[src/rtl/conv_output_collector.sv]
// conv_output_collector: requantizes the convolution accumulator stream and
// assembles an OUT_H x OUT_W feature-map buffer with a registered read port.
//
// Ports:
//   clk, rst        clock; asynchronous active-high reset
//   start           arm a new frame (IDLE or READY)
//   in_pixel        signed accumulator value, qualified by in_valid
//   in_valid        one pulse per pixel, raster order, no backpressure
//   conv_done       producer finished its frame
//   frame_done      buffer complete or closed early (level)
//   err_short       conv_done arrived before the frame was full
//   err_extra       pixel arrived while READY (sticky until start)
//   sat_cnt         number of clamped pixels in the current frame
//   rd_en           read request; rd_row/rd_col select the entry
//   rd_data         read result, one cycle after rd_en
//   rd_valid        one-cycle pulse per accepted request
//
// Build option: define CONV_COLLECT_RELU_EN to force negative values to 0
// before clamping (such values do not count as saturated).

module conv_output_collector #(
   parameter int ACC_WIDTH  = 32,
   parameter int DATA_WIDTH = 8,
   parameter int OUT_H      = 3,
   parameter int OUT_W      = 3,
   parameter int SHIFT      = 0
) (
   input  logic                                  clk,
   input  logic                                  rst,
   input  logic                                  start,
   input  logic signed [ACC_WIDTH-1:0]           in_pixel,
   input  logic                                  in_valid,
   input  logic                                  conv_done,
   output logic                                  frame_done,
   output logic                                  err_short,
   output logic                                  err_extra,
   output logic [$clog2(OUT_H*OUT_W+1)-1:0]      sat_cnt,
   input  logic                                  rd_en,
   input  logic [$clog2(OUT_H)+1-1:0]            rd_row,
   input  logic [$clog2(OUT_W)+1-1:0]            rd_col,
   output logic signed [DATA_WIDTH-1:0]          rd_data,
   output logic                                  rd_valid
);

   localparam int N   = OUT_H * OUT_W;
   localparam int AW  = (N > 1) ? $clog2(N) : 1;
   localparam int RW  = $clog2(OUT_H) + 1;
   localparam int CW  = $clog2(OUT_W) + 1;
   localparam int SCW = $clog2(N + 1);

   localparam logic signed [ACC_WIDTH-1:0] MAXV =
      ACC_WIDTH'((64'sd1 <<< (DATA_WIDTH - 1)) - 64'sd1);
`ifndef CONV_COLLECT_RELU_EN
   // Two's complement: ~(2^(DW-1)-1) == -2^(DW-1)
   localparam logic signed [ACC_WIDTH-1:0] MINV = ~MAXV;
`endif

   typedef enum logic [1:0] {
      S_IDLE,
      S_COLLECT,
      S_READY
   } state_t;

   state_t                         r_state;
   logic [RW-1:0]                  r_row;
   logic [CW-1:0]                  r_col;
   logic signed [DATA_WIDTH-1:0]   r_buf [N];

   logic signed [ACC_WIDTH-1:0]    w_shift;
   logic signed [DATA_WIDTH-1:0]   w_q;
   logic                           w_clamp;
   logic                           w_last;
   logic [AW-1:0]                  w_wr_idx;
   logic [AW-1:0]                  w_rd_idx;
   logic                           w_rd_in;

   assign w_shift = in_pixel >>> SHIFT;

   always_comb begin
      w_q     = w_shift[DATA_WIDTH-1:0];
      w_clamp = 1'b0;
`ifdef CONV_COLLECT_RELU_EN
      if (w_shift < 0) begin
         w_q = '0;
      end else if (w_shift > MAXV) begin
         w_q     = DATA_WIDTH'(MAXV);
         w_clamp = 1'b1;
      end
`else
      if (w_shift > MAXV) begin
         w_q     = DATA_WIDTH'(MAXV);
         w_clamp = 1'b1;
      end else if (w_shift < MINV) begin
         w_q     = DATA_WIDTH'(MINV);
         w_clamp = 1'b1;
      end
`endif
   end

   assign w_last   = (r_row == RW'(OUT_H - 1)) && (r_col == CW'(OUT_W - 1));
   assign w_wr_idx = AW'(32'(r_row) * 32'(OUT_W) + 32'(r_col));
   assign w_rd_idx = AW'(32'(rd_row) * 32'(OUT_W) + 32'(rd_col));
   assign w_rd_in  = (32'(rd_row) < 32'(OUT_H)) && (32'(rd_col) < 32'(OUT_W));

   // Buffer has no reset; contents are undefined until written.
   always_ff @(posedge clk) begin
      if (r_state == S_COLLECT && in_valid)
         r_buf[w_wr_idx] <= w_q;
   end

   always_ff @(posedge clk or posedge rst) begin
      if (rst) begin
         r_state    <= S_IDLE;
         r_row      <= '0;
         r_col      <= '0;
         frame_done <= 1'b0;
         err_short  <= 1'b0;
         err_extra  <= 1'b0;
         sat_cnt    <= '0;
         rd_data    <= '0;
         rd_valid   <= 1'b0;
      end else begin
         rd_valid <= 1'b0;
         if (rd_en && r_state == S_READY) begin
            rd_valid <= 1'b1;
            rd_data  <= w_rd_in ? r_buf[w_rd_idx] : '0;
         end

         case (r_state)
            S_IDLE: begin
               if (start) begin
                  r_state   <= S_COLLECT;
                  r_row     <= '0;
                  r_col     <= '0;
                  sat_cnt   <= '0;
                  err_short <= 1'b0;
                  err_extra <= 1'b0;
               end
            end
            S_COLLECT: begin
               if (in_valid) begin
                  if (w_clamp && sat_cnt != '1)
                     sat_cnt <= sat_cnt + SCW'(1);
                  if (r_col == CW'(OUT_W - 1)) begin
                     r_col <= '0;
                     r_row <= r_row + RW'(1);
                  end else begin
                     r_col <= r_col + CW'(1);
                  end
               end
               if (in_valid && w_last) begin
                  r_state    <= S_READY;
                  frame_done <= 1'b1;
               end else if (conv_done) begin
                  // Early close: unwritten entries keep old contents
                  r_state    <= S_READY;
                  frame_done <= 1'b1;
                  err_short  <= 1'b1;
               end
            end
            S_READY: begin
               if (in_valid)
                  err_extra <= 1'b1;
               if (start) begin
                  r_state    <= S_COLLECT;
                  r_row      <= '0;
                  r_col      <= '0;
                  sat_cnt    <= '0;
                  err_short  <= 1'b0;
                  err_extra  <= 1'b0;
                  frame_done <= 1'b0;
               end
            end
            default: r_state <= S_IDLE;
         endcase
      end
   end

endmodule

[config.mk]
export PLATFORM = sky130hd
export DESIGN_NAME = conv_output_collector
export DESIGN_NICKNAME = d
export VERILOG_FILES = /design/src/rtl/conv_output_collector.sv
export SDC_FILE = /design/constraint.sdc
export NUM_CORES = 1
export LEC_CHECK = 0
export CAP_MARGIN = 20
export CORE_AREA = 2 2 98 100
export CTS_CLUSTER_DIAMETER = 50
export CTS_CLUSTER_SIZE = 14
export DETAILED_ROUTE_END_ITERATION = 12
export DIE_AREA = 0 0 100 102
export HOLD_SLACK_MARGIN = 0.1
export MAX_ROUTING_LAYER = met4
export PLACE_DENSITY = 0.81
export SKIP_LAST_GASP = 1
export SLEW_MARGIN = 20
export SYNTH_ARGS = -nofsm -noshare
export SYNTH_HDL_FRONTEND = slang
export SYNTH_SLANG_ARGS = --single-unit
[constraint.sdc]
create_clock -name clk -period 7.95 [get_ports clk]
set_input_delay 0.795 -clock clk [delete_from_list [all_inputs] [get_ports clk]]
set_output_delay 0.795 -clock clk [all_outputs]
set_load 0.1 [all_outputs]
After elaboration in Yosys (flattened, before gate mapping)
Memory sizes are Yosys's and may differ from the RTL's.
Index checks and enable logic that the tools add are counted.
{ "word_totals": {"register_bits": 24, "ramBits": 72, "inputBits": 44, "out_inout_bits": 16, "elab_cells": 86, "memories": 1} }
{ "memory_table": {"columns": ["name", "words", "word_bits", "read_ports", "rd_clocked_by_memory_dff", "write_ports", "line", "text"], "rows": [
  ["r_buf", 9, 8, 1, 0, 1, "67", "logic signed [DATA_WIDTH-1:0] r_buf [N];"]
]} }
{ "classes": {"addsub": 5, "mul": 2, "order_cmp": 4, "eq_ne": 15, "n_mux": 32, "reduce_logical": 18} }
{ "ops": {"columns": ["operator", "n"], "rows": [
  ["32-bit by 8-bit > comparator with 1-bit output, second input constant", 1],
  ["32-bit by 8-bit less-than comparator with 1-bit output, second input constant", 1],
  ["8-bit two-way mux", 3],
  ["3-bit two-way mux", 5],
  ["4-bit two-way mux", 3],
  ["3-bit case mux with 2 select lines", 2],
  ["4-bit AND reduction", 3],
  ["1-bit two-way mux", 11],
  ["2-bit inequality test, second input constant", 5],
  ["3-bit AND reduction", 3],
  ["4-bit by 3-bit adder with 4-bit output", 2],
  ["3-bit by 2-bit multiplier with 4-bit output, second input constant", 2],
  ["4-bit case mux with 2 select lines", 1],
  ["3-bit by 1-bit adder with 3-bit output, second input constant", 2],
  ["3-bit by 2-bit equality test with 1-bit output, second input constant", 2],
  ["1-bit logical AND", 6],
  ["3-bit by 2-bit less-than comparator with 1-bit output, second input constant", 2],
  ["2-bit two-way mux", 3],
  ["2-bit by 1-bit inequality test with 1-bit output, second input constant", 3],
  ["1-bit case mux with 2 select lines", 3],
  ["2-bit nonzero test", 3],
  ["4-bit by 1-bit adder with 4-bit output, second input constant", 1],
  ["4-bit inequality test, second input constant", 1],
  ["2-bit case mux with 2 select lines", 1],
  ["other kinds (7)", 7]
]} }

Depth between registers and ports, before layout
{ "depth": {"word_depth": 7, "depth_mapped": 9, "depth_no_buf": 8} }

Worst setup path after synthesis
OpenSTA, ideal clock, no wires.
{ "synth_path": {"path_kind": "reg2reg", "startpoint": "reg r_row[1]", "endpoint": "mem r_buf[2][0], enable pin", "arrival_ns": 2.614, "t_required_ns": 7.567, "setup_slack_ns": 4.953, "path_stages_with_launch": 8, "n_path_buf": 0, "period_less_slack_ns": 2.997, "path_cell_list": "dfrtp_1 > fa_1 > ha_1 > fa_1 > xor2_1 > xnor2_1 > nand2b_1 > nor3_1"} }
{ "synth_between": {"elab_chain_len": 2} }
{ "synth_lines": {"columns": ["element", "line", "text"], "rows": [
  ["start: declaration", "65", "logic [RW-1:0] r_row;"],
  ["start signal: assignment", "146", "r_row <= r_row + RW'(1);"],
  ["3-bit by 2-bit multiplier with 4-bit output", "101", "assign w_wr_idx = AW'(32'(r_row) * 32'(OUT_W) + 32'(r_col));"],
  ["4-bit by 3-bit adder with 4-bit output", "101", null],
  ["end: declaration", "67", null]
]} }
No other way between the ends.

Final worst setup path
{ "layout_path": {"startpoint": "in rd_row[1]", "endpoint": "reg rd_data[4]"} }
{ "layout_between": {"elab_chain_len": 4} }
{ "layout_lines": {"columns": ["element", "line", "text"], "rows": [
  ["start: declaration", "39", "input logic [$clog2(OUT_H)+1-1:0] rd_row,"],
  ["3-bit by 2-bit multiplier with 4-bit output", "102", "assign w_rd_idx = AW'(32'(rd_row) * 32'(OUT_W) + 32'(rd_col));"],
  ["4-bit by 3-bit adder with 4-bit output", "102", null],
  ["memory read 9 x 8 bit", null, null],
  ["8-bit two-way mux (*)", "126", "rd_data <= w_rd_in ? r_buf[w_rd_idx] : '0;"],
  ["end signal: assignment", "126", null],
  ["end: declaration", "41", "output logic signed [DATA_WIDTH-1:0] rd_data,"]
]} }
Every way passes the cells marked *; elsewhere a longest branch is shown, timed or not.
A chain may end at the register's enable or synchronous reset.

==> out/results.tsv <==
stage	metric	value	unit
detailed_routing	vias_per_cell	5.69	
yosys	synth_flop_cell	edfxtp_1	
detailed_routing	num_vias	2731	
setup_path	cp_top_family	adder cells	
detailed_routing	wl_per_cell	17.7	um
status	status	finished, final reports clean	
cts	holdBufCountCts	0	
flow_run	cap_viol_max_count	0	
place	dpl_worst_slack	4.05	ns
pwr	static-leakage-power	0.00204	uW
timing	max_slew_margin	32.2	%
timing	fin_crit	3.52	ns
yosys	synth_seq_cells	96	
setup_path	crit_fanout	16	
timing	rsz0062_at_grt	false	
cts	cts_tree	done	
timing	finalSetupTns	0	ns
setup_path	worstPathBufferInverterCount	1	
die	die_y	102	um
yosys	synth_edf_count	72	
yosys	syn-num-nets	363	
yosys	ys_types	49	
layout	nets	426	
die	fp.coreArea	9110	um2
place	hpwl	5.97	mm
global_routing	grt_overflow	0	
global_routing	track_usage	18.2	%
worst_hold_path	hold_path_class	reg -> reg	
global_routing	antenna_found_initial	0	
yosys	synth.avg_cell_area	14.7	um2
timing	worst_pin_slew	1.01	ns
pwr	p_per_area	325	nW/um2
timing	timing.hold.ws	0.482	ns
layout	fillers	705	
setup_path	slowest_delay	0.79	ns
layout	mostFrequentLayoutCell	edfxtp_1	
yosys	ys_warn_count	0	
detailed_routing	ant_nets	0	
setup_path	cp-end-kind	flip-flop	
detailed_routing	drt-total-wl	8.49	mm
cts	numCtsBuffers	9	
die	initial_core_util	48.6	%
cts	cts_resized	0	
cts	clock_sinks	96	
layout	final_util	59.0	%
detailed_routing	drt_iter0_drc	203	
timing	max_freq	0.284	GHz
layout	area_growth	21.4	%
layout	final_cell_mix	edfxtp_1, clkdlybuf4s50_1, nor2_1	
detailed_routing	drc	0	
layout	insertedDiodeCount	0	
cts	cts.clk_slew.worst_paths	0.09	ns
yosys	synth_area	4430	um2
cts	cts_root_buf	clkbuf_8	
cts	cts_htree_levels	3	
place	port_buffers	59	
die	io_pins	60	
cts	clockBufferDepth	2	
cts	insertion_delay	0.35	ns
global_routing	grt_pass1_wl	13.5	mm
yosys	syn_inst	301	
timing	maxSlewViolCount	0	
place	gp_congestion	0.778	
setup_path	start_kind	input pin	
timing	post-route-period-util	44.2	%
die	die_area	10200	um2
setup_path	critical_path_class	in -> reg	
detailed_routing	drt_pass1_iterations	4	
timing	setup_viol	0	
setup_path	path_cells	clkdlybuf4s50_1 > fa_1 > ha_1 > fa_1 > xnor2_1 > xnor2_1 > o21ai_0 > a21oi_1 > a21o_1	
yosys	async_reset_ff_share	25.0	%
timing	setup_ws	4.43	ns
cts	cts_setup_buffers	0	
timing	fin_skew	0.0122	ns
die	num_rows	35	
yosys	seq_area_frac_synth	62.4	%
pwr	max-vdd-ir-drop	0.130	mV
setup_path	required	8.25	ns
layout	drive_gt1_share	11.9	%
global_routing	grt_pass1_vias	2812	
setup_path	worstPathArrival	3.82	ns
timing	hold_viol_final	0	
die	dieWidth	100	um
setup_path	cp_slowest_cell	xnor2_1	
global_routing	grt_max_degree	25	
[metrics by stage]
step	power, uW	std cells	area (um2)
floorplan	1220	301	4430
global placement	1380	463	5120
detailed placement	1410	463	5130
CTS	1750	479	5340
global route	1840	480	5370
finish	1750	480	5370
[kinds of logic after synthesis]
kind of cell    share of synthesized area (%)
flops                                    62.4
simple gates                             10.0
compound gates                           7.78
mux                                      10.9
buf+inv                                  1.95
fa+ha+maj                                6.11
xor+xnor                                0.792
[power breakdown]
group	total, uW	internal [uW]	switching, uW
Sequential	682	627	55.0
Clock	339	178	161
Combinational	727	232	496
Total	1750	1040	712
[registers in the layout, summed over array words and instances, names as in the netlist]
register    count
r_state         2
sat_cnt         4
rd_valid        1
r_row           3
r_col           3
err_extra       1
r_buf          72
err_short       1
frame_done      1
rd_data         8
[path summary, 6_finish.rpt]
check	from	slack, ns	cells after the start	endpoint
worst max-delay path	rd_row[1]	4.43	9	rd_data[4]
max in group asynchronous	rst	6.77	3	r_col[0]
worst min register to register	rd_data[4]	0.48	1	rd_data[4]
worst min-delay path	rd_data[4]	0.48	1	rd_data[4]
worst max register to register	r_row[1]	4.71	7	r_buf[3][0]
min in group asynchronous	rst	0.74	2	rd_data[3]
[worst register-to-register path, cell delays in order (launching register included)]
cell and delay, ns:
dfrtp_1 0.48, fa_1 0.49, ha_1 0.23, fa_1 0.38
xor2_1 0.16, xnor2_1 0.30, nand2b_1 0.19, nor2_1 0.65
[metal layers]
metal  vias to the layer above  GRT usage, %  routed length (um)
met5                         -             -                   0
met4                         0          7.90                  93
met3                         9          3.35                 485
met2                        98          28.3                4140
met1                      1344          23.9                3770
li1                       1280             -                   -
[Yosys cell counts (3+ instances only)]
library cell	n	share of area [%]
nand2b_1	3	0.42
nor3_1	5	0.57
nand3_1	4	0.45
clkbuf_1	3	0.25
fa_1	6	2.7
nor4_1	4	0.57
mux4_2	16	8.1
inv_1	12	1.0
ha_1	12	3.4
dfrtp_1	24	14
nand4_1	7	0.99
xnor2_1	3	0.59
mux2i_1	10	2.3
a21o_1	9	1.5
a21oi_1	16	1.8
nor2_1	28	2.4
edfxtp_1	72	49
o21ai_0	15	1.7
nand2_1	15	1.3
[cell type report]
| class | count | area, um2 | share of cell area (%) |
|---|---|---|---|
| well taps | 111 | 139 | 2.58 |
| flip-flops and latches | 96 | 2760 | 51.4 |
| multi-input cells | 184 | 1590 | 29.6 |
| clock inverters | 5 | 81.3 | 1.51 |
| inverters | 12 | 45.0 | 0.838 |
| repair buffers | 61 | 626 | 11.6 |
| clock buffers | 11 | 131 | 2.44 |
Note: power is estimated with default switching activity, not from simulation.
